--- src/rtl/vga_layer_scaled.sv ---
// Single-layer VGA address generator with integer pixel replication and shadowed
// configuration registers that swap into the active set only at end of frame.
module vga_layer_scaled #(
  parameter int ADDR_W  = 26,
  parameter int COORD_W = 11
) (
  input  logic               clk,
  input  logic               reset,
  input  logic               stall,
  input  logic               hwregs_layer_select,
  input  logic [2:0]         hwregs_layer_addr,
  input  logic [ADDR_W-1:0]  hwregs_wdata,
  input  logic               p1_valid,
  input  logic [COORD_W-1:0] p1_x,
  input  logic [COORD_W-1:0] p1_y,
  input  logic               p1_end_of_frame,
  input  logic               p1_end_of_line,
  output logic [ADDR_W-1:0]  p2_addr,
  output logic               p2_valid
);

  logic [ADDR_W-1:0]  sh_addr, act_addr;
  logic [COORD_W-1:0] sh_x1, sh_y1, sh_x2, sh_y2, sh_bpl;
  logic [COORD_W-1:0] act_x1, act_y1, act_x2, act_y2, act_bpl;
  logic [1:0]         sh_bpp, act_bpp;
  logic               sh_en, act_en;
  logic [2:0]         sh_xsc, sh_ysc, act_xsc, act_ysc;

  logic [ADDR_W-1:0]  line_start, pix_next;
  logic [2:0]         xrep, yrep;

  logic               x_in, y_in, hit;
  logic [ADDR_W-1:0]  line_adv, pix_adv;

  // Software writes always land in the shadow set, even while the pipeline is stalled.
  always_ff @(posedge clk or negedge reset) begin
    if (!reset) begin
      sh_addr <= '0;
      sh_x1   <= '0;
      sh_y1   <= '0;
      sh_x2   <= '0;
      sh_y2   <= '0;
      sh_bpl  <= '0;
      sh_bpp  <= '0;
      sh_en   <= 1'b0;
      sh_xsc  <= '0;
      sh_ysc  <= '0;
    end else if (hwregs_layer_select) begin
      case (hwregs_layer_addr)
        3'd0: sh_addr <= hwregs_wdata;
        3'd1: sh_x1   <= hwregs_wdata[COORD_W-1:0];
        3'd2: sh_y1   <= hwregs_wdata[COORD_W-1:0];
        3'd3: sh_x2   <= hwregs_wdata[COORD_W-1:0];
        3'd4: sh_y2   <= hwregs_wdata[COORD_W-1:0];
        3'd5: sh_bpl  <= hwregs_wdata[COORD_W-1:0];
        3'd6: sh_bpp  <= hwregs_wdata[1:0];
        3'd7: begin
          sh_en  <= hwregs_wdata[0];
          sh_xsc <= hwregs_wdata[3:1];
          sh_ysc <= hwregs_wdata[6:4];
        end
      endcase
    end
  end

  // The active set copies the pre-write shadow, so a same-cycle write waits a frame.
  always_ff @(posedge clk or negedge reset) begin
    if (!reset) begin
      act_addr <= '0;
      act_x1   <= '0;
      act_y1   <= '0;
      act_x2   <= '0;
      act_y2   <= '0;
      act_bpl  <= '0;
      act_bpp  <= '0;
      act_en   <= 1'b0;
      act_xsc  <= '0;
      act_ysc  <= '0;
    end else if (p1_end_of_frame) begin
      act_addr <= sh_addr;
      act_x1   <= sh_x1;
      act_y1   <= sh_y1;
      act_x2   <= sh_x2;
      act_y2   <= sh_y2;
      act_bpl  <= sh_bpl;
      act_bpp  <= sh_bpp;
      act_en   <= sh_en;
      act_xsc  <= sh_xsc;
      act_ysc  <= sh_ysc;
    end
  end

  assign x_in     = (p1_x >= act_x1) && (p1_x < act_x2);
  assign y_in     = (p1_y >= act_y1) && (p1_y < act_y2);
  assign hit      = act_en && x_in && y_in;
  assign line_adv = line_start + ADDR_W'(act_bpl);
  assign pix_adv  = pix_next + ADDR_W'(act_bpp);

  // End of line inside the Y range always rewinds to a line start, even when disabled.
  always_ff @(posedge clk or negedge reset) begin
    if (!reset) begin
      p2_addr    <= '0;
      p2_valid   <= 1'b0;
      line_start <= '0;
      pix_next   <= '0;
      xrep       <= '0;
      yrep       <= '0;
    end else if (p1_end_of_frame) begin
      line_start <= sh_addr;
      pix_next   <= sh_addr;
      xrep       <= '0;
      yrep       <= '0;
      p2_valid   <= 1'b0;
    end else if (!stall) begin
      if (!p1_valid) begin
        p2_valid <= 1'b0;
      end else begin
        p2_addr  <= pix_next;
        p2_valid <= hit;
        if (p1_end_of_line && y_in) begin
          xrep <= '0;
          if (yrep == act_ysc) begin
            yrep       <= '0;
            line_start <= line_adv;
            pix_next   <= line_adv;
          end else begin
            yrep     <= yrep + 3'd1;
            pix_next <= line_start;
          end
        end else if (hit) begin
          if (xrep == act_xsc) begin
            xrep     <= '0;
            pix_next <= pix_adv;
          end else begin
            xrep <= xrep + 3'd1;
          end
        end
      end
    end
  end

endmodule

--- config.mk ---
export PLATFORM = sky130hd
export DESIGN_NAME = vga_layer_scaled
export DESIGN_NICKNAME = d
export VERILOG_FILES = /design/src/rtl/vga_layer_scaled.sv
export SDC_FILE = /design/constraint.sdc
export NUM_CORES = 1
export LEC_CHECK = 0
export ABC_AREA = 1
export CAP_MARGIN = 20
export CORE_MARGIN = 5
export CORE_UTILIZATION = 55
export CTS_CLUSTER_DIAMETER = 50
export CTS_CLUSTER_SIZE = 40
export DETAILED_ROUTE_END_ITERATION = 10
export MAX_ROUTING_LAYER = met4
export PLACE_DENSITY = 0.72
export SLEW_MARGIN = 20
export SYNTH_ARGS = -nofsm -noshare
export SYNTH_HDL_FRONTEND = slang
export SYNTH_SLANG_ARGS = --single-unit
--- constraint.sdc ---
create_clock -name clk -period 6.35 [get_ports clk]
set_input_delay 1.27 -clock clk [delete_from_list [all_inputs] [get_ports clk]]
set_output_delay 1.27 -clock clk [all_outputs]
set_load 0.05 [all_outputs]
After elaboration in Yosys (flattened, before gate mapping). Cells that the tools add are included.

Flip-flop bits (word level): 239. Bits of input ports: 58. Output and inout port bits: 27. Logic and storage cells: 92.

$add $sub $neg: 4. $lt $le $gt $ge: 4. Equal/unequal tests: 10. Mux-type cells: 25. Bitwise gates (word level): 2. Reductions and logical operators: 22.

Operators by type and width (number): $mux 26 (11); $mux 3 (11); $add 26x11->26 (1); $add 26x2->26 (1); $ge 11x11->1 (2); $lt 11x11->1 (2); $reduce_and 2->1 (8); $eq 3x3->1 const B (4); $reduce_and 3->1 (3); $add 3x1->3 const B (2); $eq 3x2->1 const B (2); $eq 3x3->1 (2); $reduce_bool 3->1 (2); $logic_and 1x1->1 (5); $reduce_and 4->1 (1); $reduce_bool 2->1 (2); $eq 3x1->1 const B (1); $logic_not 3->1 (1); $mux 1 (3); $ne 2x1->1 const B (1); $not 1->1 (2).

Longest topological paths before layout. Gate-level depths: netlist (run 1).

Depth in word-level cells: 9. Depth in mapped cells: 18. Gate-level depth less buffers: 17.

Least setup slack after synthesis (run 1). Ideal clock, no wire load.

Path kind: input -> register. Start: input port p1_y[8]. End: register pix_next[17]. Setup time: 116 ps. Data arrival time: 2732 ps. Data required time: 6234 ps. Setup slack: 3502 ps. Stages: 14. Path buffers: 1. Cell sequence: ha_1 -> a21oi_1 -> nor2_1 -> nor2_1 -> nand2_1 -> nor2_2 -> nand3_4 -> nand2_8 -> nand2_8 -> nand2_4 -> nand2_4 -> buf_2 -> nand2_1 -> nand2_1.

Word-level cells in the longest chain between the ends: 7. Elaborated cells between the ends (all ways): 12. Those cells by class: order compare: 2; mux: 4; reduce/logical: 6.

RTL lines: from (decl) (line 15) `input logic [COORD_W-1:0] p1_y,`; $ge 11x11->1 or $lt 11x11->1 (tied branches) (line 94) `assign y_in = (p1_y >= act_y1) && (p1_y < act_y2);`; $logic_and 1x1->1 (*) (line 94); $logic_and 1x1->1 (line 120) `if (p1_end_of_line && y_in) begin`; $mux 26 (line 120); $mux 26 (line 115) `if (!p1_valid) begin`; $mux 26 (line 114) `end else if (!stall) begin`; $mux 26 (line 108) `end else if (p1_end_of_frame) begin`; to (signal assigned) (line 110) `pix_next <= sh_addr;`; to (signal assigned) (line 125) `pix_next <= line_adv;`; to (signal assigned) (line 128) `pix_next <= line_start;`; to (decl) (line 29) `logic [ADDR_W-1:0] line_start, pix_next;`.

Every way passes the cells marked *; elsewhere a longest branch is shown, timed or not. The select of a mux whose other input is x is not followed. A chain may end at the register's enable or synchronous reset.

Worst setup path after layout (run 1).
Start: input port p1_y[8]. End: register pix_next[18].

The elaborated chain is that of the path after synthesis.

==> results of run 1 <==
## logic make-up after synthesis
family,Yosys count,synth area share [%]
compound gates,236,9.94
simple gates,767,25.5
fa+ha+maj,59,5.99
flops,239,47.6
xor+xnor,32,2.23
mux,21,1.88
buf+inv,213,6.91
## metrics by stage
step	std cells	hold WS, ns	utilization, %	setup slack (ns)
floorplan	1567	0.442	-	3.50
global placement	1886	0.458	60.0	2.39
detailed placement	1886	0.459	60.0	2.31
CTS	1930	0.462	64.1	2.84
global route	1931	0.492	64.2	2.57
finish	1931	0.458	64.2	2.82
## worst max-delay path: stages
cell	delay, ns
sky130_fd_sc_hd__clkdlybuf4s50_1	0.43
sky130_fd_sc_hd__ha_1	0.32
sky130_fd_sc_hd__a21oi_1	0.16
sky130_fd_sc_hd__nor2_1	0.05
sky130_fd_sc_hd__nor2_1	0.09
sky130_fd_sc_hd__nand2_1	0.07
sky130_fd_sc_hd__nor2_2	0.14
sky130_fd_sc_hd__nand3_4	0.31
sky130_fd_sc_hd__nand2_8	0.22
sky130_fd_sc_hd__nand2_8	0.12
sky130_fd_sc_hd__nand2_4	0.12
sky130_fd_sc_hd__nand2_4	0.21
sky130_fd_sc_hd__inv_4	0.27
sky130_fd_sc_hd__nand2_1	0.10
sky130_fd_sc_hd__nand2_1	0.09
## routing by layer
metal / vias to the layer above / wire (um)
li1: 5166 / -
met1: 4904 / 15200
met2: 310 / 13300
met3: 42 / 1830
met4: 0 / 522
met5: - / 0
## power breakdown
part	switching, mW	total [mW]	internal (mW)
sequential	0.309	2.22	1.91
clock	0.701	1.63	0.928
combinational	1.15	1.78	0.627
total	2.16	5.63	3.46
## state kept, by name, indices dropped and copies added (netlist names), 11 cells and up
signal,cells
act_x1,11
sh_y1,11
act_x2,11
act_bpl,11
act_y2,11
line_start,26
p2_addr,26
sh_bpl,11
sh_y2,11
act_y1,11
pix_next,26
sh_x2,11
sh_x1,11
sh_addr,26
## cell type report
type,instances,area (sq um),area share [%]
clock buffers,25,626,4.32
clock inverters,19,292,2.01
inverters,156,591,4.07
multi-input cells,1115,5730,39.5
flip-flops and latches,239,5980,41.3
well taps,285,357,2.46
repair buffers,92,923,6.37
## worst min-delay path by stage
stage	start	end	slack, ns	cells after the start
floorplan	act_x2[0]	act_x2[0]	0.44	2
global placement	sh_x1[0]	act_x1[0]	0.46	2
detailed placement	sh_ysc[0]	act_ysc[0]	0.46	2
CTS	sh_y1[9]	act_y1[9]	0.46	2
global route	sh_ysc[0]	act_ysc[0]	0.49	2
finish	sh_y1[9]	act_y1[9]	0.46	2
## placed cells by master, fill, tap and decap left out, types with 8 or more instances in the layout
cell and n:
sky130_fd_sc_hd__buf_4 8, sky130_fd_sc_hd__inv_1 149, sky130_fd_sc_hd__clkbuf_16 25, sky130_fd_sc_hd__o21ai_0 160
sky130_fd_sc_hd__xnor2_1 10, sky130_fd_sc_hd__nand4_1 16, sky130_fd_sc_hd__nor3_1 15, sky130_fd_sc_hd__dfrtp_1 239
sky130_fd_sc_hd__nand3_1 89, sky130_fd_sc_hd__o21ai_1 9, sky130_fd_sc_hd__a31oi_1 17, sky130_fd_sc_hd__a21oi_1 32
sky130_fd_sc_hd__ha_1 57, sky130_fd_sc_hd__xor2_1 22, sky130_fd_sc_hd__clkdlybuf4s50_1 82, sky130_fd_sc_hd__mux2_2 21
sky130_fd_sc_hd__nand2_1 547, sky130_fd_sc_hd__nor2_1 73
==> impl_summary.md, run 1 <==
Die
The number of cell rows is 55. The initial standard-cell utilization of the core is 55.7%. The total area inside the core boundary comes to 22600 sq um. The die area is 26000 sq um. From bottom edge to top edge, the die measures 161 um. The die is 161 um wide. Pin placement for this block handled 85 I/O pins.

Worst setup path
The arrival time at the worst endpoint is 4.01 ns. The setup path with the least slack is of type input pin to flop. STA classifies the critical path endpoint as a flop.

In this run the critical register-to-register path is captured at pix_next[18]. Setup slack on the worst reg-to-reg path comes out at 3.60 ns. The critical register-to-register path startpoint is act_y2[8].

The endpoint required time on the critical path is 6.82 ns. The kind of launch point of the worst setup path is an input pin. The timing startpoint of the critical path is p1_y[8].

The last element of the critical path is pix_next[18]. Counting cells, the worst reg-to-reg path comes to 15. The maximum fanout encountered on the critical timing path is 31.

STA
The number of max-slew violations in the final report is 0. In this run the tightest slew margin relative to its limit is 45.7%. The clock skew is 0.0224 ns. Derived from the worst setup path, the maximum achievable clock frequency is 283 MHz. The sum of negative setup slack is 0 ns. For the pin with the worst max-slew slack, the measured transition is 0.815 ns. The clock period minus worst slack is 3.53 ns. Setup repair after global routing left no endpoint under its margin. The final critical-path share of the clock period is 55.6%. Setup violations remaining at the end of the flow were counted as 0. The final hold violation count is 0.

Cells and area
The area overhead of the layout relative to synthesis is 15.3%. The total number of nets in the final design is 1746. The antenna diode count is 0.

The post-route netlist has 6.08% of its cells at a drive strength greater than 1. The final instance area is 14500 sq um. The filler cells instantiated in the layout total 1967.

Clocking
Counting the buffers created by CTS gives 25. After clock tree synthesis, the setup repair step added 0 buffers. Clock-pin slew was measured on the worst setup and hold paths at 0.08 ns. The largest buffer count on any clock path is 3.

The CTS sink count is 239. For this design, the CTS-stage hold fixing added 0 buffers. The clock root buffer master is sky130_fd_sc_hd__clkbuf_16. In this run the number of H-tree levels came out at 1.

At the later pin of the worst-skew pair, clock insertion delay measures 0.55 ns. The CTS tree is built. After clock tree synthesis, the repair step resized 0 gates.

Global route
The number of antenna violations at the first check in global routing is 0. The met1 routing resource usage after global routing is 38.3%. For this run, global-route usage on met3 was measured as 2.86%. In the global route stage, overall resource usage came out at 24.7%. After global routing the overflow that remains totals 0. Global routing used 35.7% of the available met2 tracks.

The pin count of the biggest net entering global routing is 140. The most heavily used metal layer in global routing is met1. The via count of the first global-routing pass is 10.0k. The wire length of the first global-routing pass is 51.7 mm.

Flow run
The count of maximum capacitance violations is 0.

Synth
Yosys instantiated no cell more often than sky130_fd_sc_hd__nand2_1. Counting every net in the synthesized netlist gives 1684. The synthesized design spends more area on one cell type than any other, namely sky130_fd_sc_hd__dfrtp_1. In this run, synthesis inferred 0 flip-flops with an integrated enable. By area the synthesized netlist is led by sky130_fd_sc_hd__dfrtp_1 (48%), sky130_fd_sc_hd__nand2_1 (16%), sky130_fd_sc_hd__o21ai_0 (6.4%). The synthesized design devotes to its leading area cell type 47.6% of total area.

The count of mapped cells out of synthesis is 1567. In the synthesized netlist the async set-or-reset flop fraction comes to 100%. During synthesis, Yosys emitted a total of 0 warnings. The most common flop cell mapped by yosys is sky130_fd_sc_hd__dfrtp_1. Sorting the synthesized cells by how often they occur yields sky130_fd_sc_hd__nand2_1 (547), sky130_fd_sc_hd__dfrtp_1 (239), sky130_fd_sc_hd__o21ai_0 (160).

Dividing the synthesized area by the synthesized cell count gives 8.03 sq um. The cell area after technology mapping is 12600 sq um. The flip-flop and latch count after synthesis is 239. The number of different library cells in the post-synthesis netlist is 45. The sequential element share of the synthesized area is 47.6%.

Drt
In this run the remaining antenna-violating nets after routing total 0. The number of DRC violations after detailed-routing iteration 0 is 1024. The detailed-route DRC error count is 0. After detailed routing, the number of vias per cell comes to 5.40. For this block, the via count after detailed routing is 10.4k. The per-cell routed wire length is 16.0 um. The final wirelength is 30.8 mm.

The first detailed-routing pass took 5 iterations.

Power
The worst supply voltage drop on vdd is 0.302 mV. Dividing total power by cell area gives a power density of 388 nW/um^2. The total power of the final layout is 5.63 mW. The analysis attributes to cell leakage a power of 7.19 nW.

Place
Summing all placed instances gives a cell area of 13600 sq um. The placed wire-length estimate is 21.8 mm. The total of buffers placed on input and output ports is 84. The congestion estimate from routability-driven global placement came to 0.935.

Hold path
The worst min-delay path class is flop to flop.

Run status
The run finished with clean final reports.
Power figures use the tool's default switching activity.
==> run 2, diff against run 1 <==
--- a/config.mk
+++ b/config.mk
@@ -8,12 +8,12 @@
 export ABC_AREA = 1
 export CAP_MARGIN = 20
 export CORE_MARGIN = 5
-export CORE_UTILIZATION = 55
+export CORE_UTILIZATION = 54
 export CTS_CLUSTER_DIAMETER = 50
 export CTS_CLUSTER_SIZE = 40
 export DETAILED_ROUTE_END_ITERATION = 10
 export MAX_ROUTING_LAYER = met4
-export PLACE_DENSITY = 0.72
+export PLACE_DENSITY = 0.74
 export SLEW_MARGIN = 20
 export SYNTH_ARGS = -nofsm -noshare
 export SYNTH_HDL_FRONTEND = slang
==> constraint.sdc (replaced) <==
create_clock -name clk -period 3.2 [get_ports clk]
set_input_delay 0.64 -clock clk [delete_from_list [all_inputs] [get_ports clk]]
set_output_delay 0.64 -clock clk [all_outputs]
set_load 0.05 [all_outputs]
==> impl_summary.md, run 2 (same netlist as run 1, synthesis figures left out) <==
Die
During I/O placement, the number of pins put on the boundary was 85. The die covers 26400 sq um. The die outline width is 163 um. In this run the core area contains 55 standard-cell rows.

The initial utilization of the core area, before any placement, comes to 55.2%. The core outline area is 22800 sq um. The height of the chip is 163 um.

STA
The number of max-slew violations in the final report is 0. The final hold violation count was 0. The normalized max-slew margin is 50.0%. The final setup violation count is 0.

The sum of negative setup slack is 0 ns. Setup repair after global routing left no endpoint under its margin. The worst path uses 81.2% of the clock period. For the finished layout, the period the worst path requires is 2.60 ns.

Static timing analysis puts the maximum clock frequency at 385 MHz. The clock skew is 0.0201 ns. The transition time at the pin with the least slew margin is 0.747 ns.

Clocking
After clock tree synthesis, the clock-pin slew on the worst setup and hold paths is 0.07 ns. The number of buffers created by CTS is 28. The post-cts sizing count is 0. TritonCTS built the clock tree. The clock root buffer master is sky130_fd_sc_hd__clkbuf_16. Counting every sink on the clock net gives 239.

The clock insertion delay at the later pin of the skew report is 0.56 ns. The number of hold buffers added after CTS was 0. The post-CTS setup repair buffer count is 0. No sink is reached through more buffers than the 3 on the longest clock path. The H-tree level count is 1.

Drt
The total number of vias is 10.6k. The detailed-route vias per instance is 5.38. After detailed routing, the number of remaining DRC violations is 0. The final wirelength is 31.5 mm. The number of routed nets with antenna violations is 0. The per-cell routed wire length is 15.9 um.

The first detailed-routing pass ran for 7 iterations. For this block, the initial DRC count from the detailed router was 969.

Cells and area
The share of final-layout standard cells stronger than drive strength 1 is 6.92%. 0 antenna diodes ended up in the layout. The top cell types in the final layout, fill and taps aside, are sky130_fd_sc_hd__nand2_1 (547), sky130_fd_sc_hd__dfrtp_1 (239), sky130_fd_sc_hd__o21ai_0 (160). The most common cell after layout, fill and taps aside is sky130_fd_sc_hd__nand2_1. After the flow finishes, the layout carries non-filler instances totaling 1975. Fill cells in the final layout number 1937. Compared with the post-synthesis result, the final layout area differs by 16.8%. The total number of nets in the final design is 1757.

Flow run
Max-cap violations in this run came to 0.

Global route
After global routing the overflow that remains totals 0. The total track usage is 25.1%. The pin count of the biggest net entering global routing is 75. The via count of the first global-routing pass was 10.3k. The wire length of the first global-routing pass is 52.4 mm. The number of antenna violations at the first check in global routing came to 0.

Worst setup path
The endpoint of the most critical register-to-register path is pix_next[24]. For this design, the slowest cell found on the critical path is sky130_fd_sc_hd__fa_1. The sort of element at the end of the critical path is a flop. The kind of critical path is flop to flop.

The cell with the most instances on the worst path is sky130_fd_sc_hd__nand2_1. The critical register-to-register path startpoint is pix_next[0]. In this design, the stage delay of the slowest critical-path cell is 0.42 ns. The endpoint required time on the critical path is 3.64 ns. STA puts the critical path data arrival time at 3.04 ns. The depth of the most critical reg-to-reg path is 13. The kind of launch point of the worst setup path is a flop.

Of all nets on the critical path, the largest fanout is 5. The slack of the worst reg-to-reg path is 0.60 ns. The signal on the critical path passes through ha_1 > inv_1 > fa_1 > nor2_1 > nand3_1 > nor2_2 > nand2_1 > o21ai_1 > nand3_1 > nand3_1 > nand2_1 > nand2_1 > nand2_1.

Place
Counting tap cells, the placed design contains a total of 1923 instances. The count of buffers added on input and output ports is 84. The placed wire-length estimate is 22.4 mm. The final estimated routing congestion in global placement is 0.915.

Hold path
The worst hold path belongs to the class input pin to async pin.

Run status
The run finished with clean final reports.

Power
Across the VDD grid, the largest voltage drop is 0.598 mV. The analysis attributes to cell leakage a power of 7.27 nW. For this design the ratio of total power to cell area is 772 nW/um^2.
-- run 2: metal layers --
layer,up-vias,wire (um),track usage (%)
li1,5191,-,-
met1,5054,14500,36.2
met2,350,14100,37.6
met3,37,2370,4.66
met4,0,462,5.11
met5,-,0,-
-- run 2: per-stage QoR --
step                      setup WS [ns]  cell area, sq um  power (mW)  hold slack [ns]  utilization (%)
after CTS                         0.626             14700        11.4           0.0480             64.5
after global placement            0.196             13700        7.82            0.458             60.0
after floorplan                   0.982             12600        6.78            0.344                -
after global routing              0.389             14700        12.1           0.0746             64.5
final                             0.601             14700        11.3           0.0377             64.5
after detailed placement          0.125             13700        7.94            0.460             60.0
-- run 2: cell type report --
cell class / count / area [sq um] / share of cell area (%)
repair buffers: 100 / 988 / 6.73
well taps: 313 / 392 / 2.66
multi-input cells: 1115 / 5730 / 39.0
inverters: 156 / 591 / 4.02
flip-flops and latches: 239 / 5980 / 40.7
clock inverters: 19 / 258 / 1.75
clock buffers: 33 / 759 / 5.17
-- run 2: report_power, final --
part	internal, mW	switching [mW]	leakage (nW)
logic	1.26	2.28	3.76
clock network	1.94	1.44	0.494
registers	3.79	0.637	3.01
-- run 2: how the worst max path moves through the flow --
stage,start,endpoint,depth (start not counted),slack (ns)
CTS,pix_next[0],pix_next[24],13,0.63
global placement,p1_y[6],pix_next[5],17,0.20
finish,pix_next[0],pix_next[24],13,0.60
global route,pix_next[0],pix_next[24],13,0.39
floorplan,p1_y[8],pix_next[17],14,0.98
detailed placement,p1_y[6],pix_next[5],16,0.12
-- run 2: worst max-delay path: cells and delay by family, from the launching register on --
kind / cells / cell delay (ns)
AOI/OAI and AO/OA: 1 / 0.14
buffers and inverters: 1 / 0.05
and+or+nand+nor: 9 / 1.26
adders and majority gates: 2 / 0.61
DFF: 1 / 0.40
==> run 3, diff against run 2 <==
==> constraint.sdc (replaced) <==
create_clock -name clk -period 2.1 [get_ports clk]
set_input_delay 0.42 -clock clk [delete_from_list [all_inputs] [get_ports clk]]
set_output_delay 0.42 -clock clk [all_outputs]
set_load 0.05 [all_outputs]
==> impl_summary.md, run 3 (same netlist as run 1, synthesis figures left out) <==
Power
The worst supply voltage drop on vdd is 1.03 mV. Overall power consumption after layout is estimated at 18.7 mW. For this design the static power due to leakage is 8.16 nW.

The ratio of total power to cell area is 1120 nW/um^2.

Global route
Entering global routing, the biggest net connects 56 pins. The via count of the first global-routing pass is 11.0k. In the global route stage, overall resource usage came out at 26.8%. The number of antenna violations at the first check in global routing was 1. The total global routing overflow is 0. The wire length of the first global-routing pass is 55.9 mm.

Drt
The final wirelength is 36.7 mm. The total length of routed met2 wires is 17.2 mm. Using the TritonRoute via totals, the vias-per-cell ratio works out to 5.52. The pre-antenna-repair detailed-routing pass consisted of 5 iterations. The total number of vias is 11.5k. The highest layer touched by signal routing is met4. In this run the remaining antenna-violating nets after routing total 0. The number of DRC violations after detailed-routing iteration 0 is 1091. For this block, wires on met1 add up to 15.9 mm. Dividing the detail-routed wire length by the instance count gives 17.6 um. The routed design uses 2.71 mm of met3 wire. For this run, design rule violations remaining after detail routing come to 0.

Die
The initial standard-cell utilization of the core is 55.2%. The die covers 26400 sq um. The core outline area is 22800 sq um. The die outline width is 163 um. The die is 163 um tall. The floorplan has 55 rows. Pin placement for this block handled 85 I/O pins.

Place
After detailed placement, the total cell area comes to 14300 sq um. The wire-length estimate of the detail-placed layout is 23.7 mm. The worst slack at placement is -0.658 ns.

The final estimated routing congestion in global placement is 0.897. The total of buffers placed on input and output ports is 84.

Cells and area
The most common cell after layout, fill and taps aside is sky130_fd_sc_hd__nand2_1. The area overhead of the layout relative to synthesis is 32.3%. In the final layout, the share of cells above drive strength 1 is 21.7%.

In the layout the commonest cells are sky130_fd_sc_hd__nand2_1 (490), sky130_fd_sc_hd__dfrtp_1 (239), sky130_fd_sc_hd__o21ai_0 (144). The final instance area is 16600 sq um. The total number of nets in the final design is 1864.

Run status
The run finished, with violations left. The checks that failed: negative setup slack.

Worst setup path
The sort of element at the end of the critical path is a flop. The arrival time at the worst endpoint is 2.75 ns. Of all nets on the critical path, the largest fanout is 8.

By startpoint and endpoint, the worst setup path is classified as input pin to flop. The kind of launch point of the worst setup path is an input pin. For the worst setup path, the data required time is 2.56 ns.

STA
Setup violations remaining at the end of the flow were counted as 56. Clock skew on the completed layout was measured at 0.0184 ns. Of the available clock period, the critical path in the final layout requires 109%. The clock period minus worst slack is 2.29 ns.

At the pin with the least slew margin, the transition time is 0.509 ns. The final hold violation count is 0. The number of max-slew violations in the final report is 0.

Setup repair after global routing could not meet its margin everywhere. Measured against its own limit, the worst slew margin works out to 66.2%. The post-layout worst setup margin is -0.187 ns.

For this run, the top clock speed supported by timing is 437 MHz.

Clocking
The tree is rooted in a sky130_fd_sc_hd__clkbuf_16. CTS built an H-tree with a depth of 1. At the later pin of the worst-skew pair, clock insertion delay measures 0.57 ns.

After clock tree synthesis, the clock-pin slew on the worst setup and hold paths is 0.08 ns. The number of clock buffers added by TritonCTS is 27. The largest buffer count on any clock path is 3. Clock tree synthesis found a total of 239 sinks.

TritonCTS built the clock tree.

Hold path
The worst hold path belongs to the class input pin to async pin.

Flow run
Across the run, the number of max-cap violations was 0.
[run 3: worst paths after layout]
| kind | startpoint | end | slack, ns | cells after the start |
|---|---|---|---|---|
| max | p1_y[7] | pix_next[5] | -0.19 | 16 |
| min | reset | act_x1[5] | 0.34 | 2 |
| max reg2reg | act_y1[1] | pix_next[5] | -0.16 | 16 |
| min reg2reg | sh_bpl[8] | act_bpl[8] | 0.48 | 2 |
| max in group asynchronous | reset | act_bpl[1] | 1.07 | 3 |
| min in group clk | p1_end_of_frame | act_bpl[8] | 0.40 | 4 |
[run 3: worst max-delay path, cell delays in order]
cell and delay (ns):
sky130_fd_sc_hd__clkdlybuf4s50_1 0.54, sky130_fd_sc_hd__ha_4 0.33, sky130_fd_sc_hd__nand2_1 0.05, sky130_fd_sc_hd__nor2_1 0.12, sky130_fd_sc_hd__nand3_2 0.10, sky130_fd_sc_hd__nand3_2 0.06, sky130_fd_sc_hd__inv_1 0.04, sky130_fd_sc_hd__nand2_2 0.09
sky130_fd_sc_hd__nand3_4 0.16, sky130_fd_sc_hd__nand2_8 0.14, sky130_fd_sc_hd__buf_12 0.12, sky130_fd_sc_hd__clkinvlp_4 0.18, sky130_fd_sc_hd__nand2_2 0.13, sky130_fd_sc_hd__o211ai_1 0.10, sky130_fd_sc_hd__nand2_1 0.09, sky130_fd_sc_hd__nand2_1 0.05
[run 3: metrics by stage]
| stage | TNS (ns) | instances | util [%] | hold WS, ns |
|---|---|---|---|---|
| after floorplan | 0 | 1567 | - | 0.124 |
| after global placement | -28.36 | 1993 | 62.9 | 0.358 |
| after detailed placement | -32.29 | 1993 | 62.9 | 0.364 |
| after CTS | -1.18 | 2060 | 69.1 | 0.355 |
| after global routing | -11.08 | 2082 | 73.0 | 0.376 |
| final | -6.12 | 2082 | 73.0 | 0.340 |
[run 3: what timing repair did]
item,4_1_cts,5_1_grt
setup buffers,13,16
resized for setup,114,158
hold endpoints to repair,43,0
endpoints found under the setup margin,74,58
cloned,3,7
hold buffers,1,0
pin swaps,31,47
[run 3: cell type report]
type / count / area (sq um)
clock inverters: 23 / 282
repair inverters: 3 / 33.8
fillers: 1639 / 6140
diodes: 1 / 2.50
flip-flops and latches: 239 / 5980
inverters: 156 / 626
repair buffers: 205 / 2070
clock buffers: 27 / 676
multi-input cells: 1115 / 6580
well taps: 313 / 392
[run 3: routing by layer]
layer  up-vias  track usage [%]
li1       5437                -
met1      5509             37.7
met2       467             40.7
met3        83             4.83
met4         0             7.09
met5         -                -
[run 3: report_power, final]
part / switching, mW / internal (mW)
Sequential: 1.06 / 5.77
Combinational: 4.18 / 2.76
Clock: 2.37 / 2.57
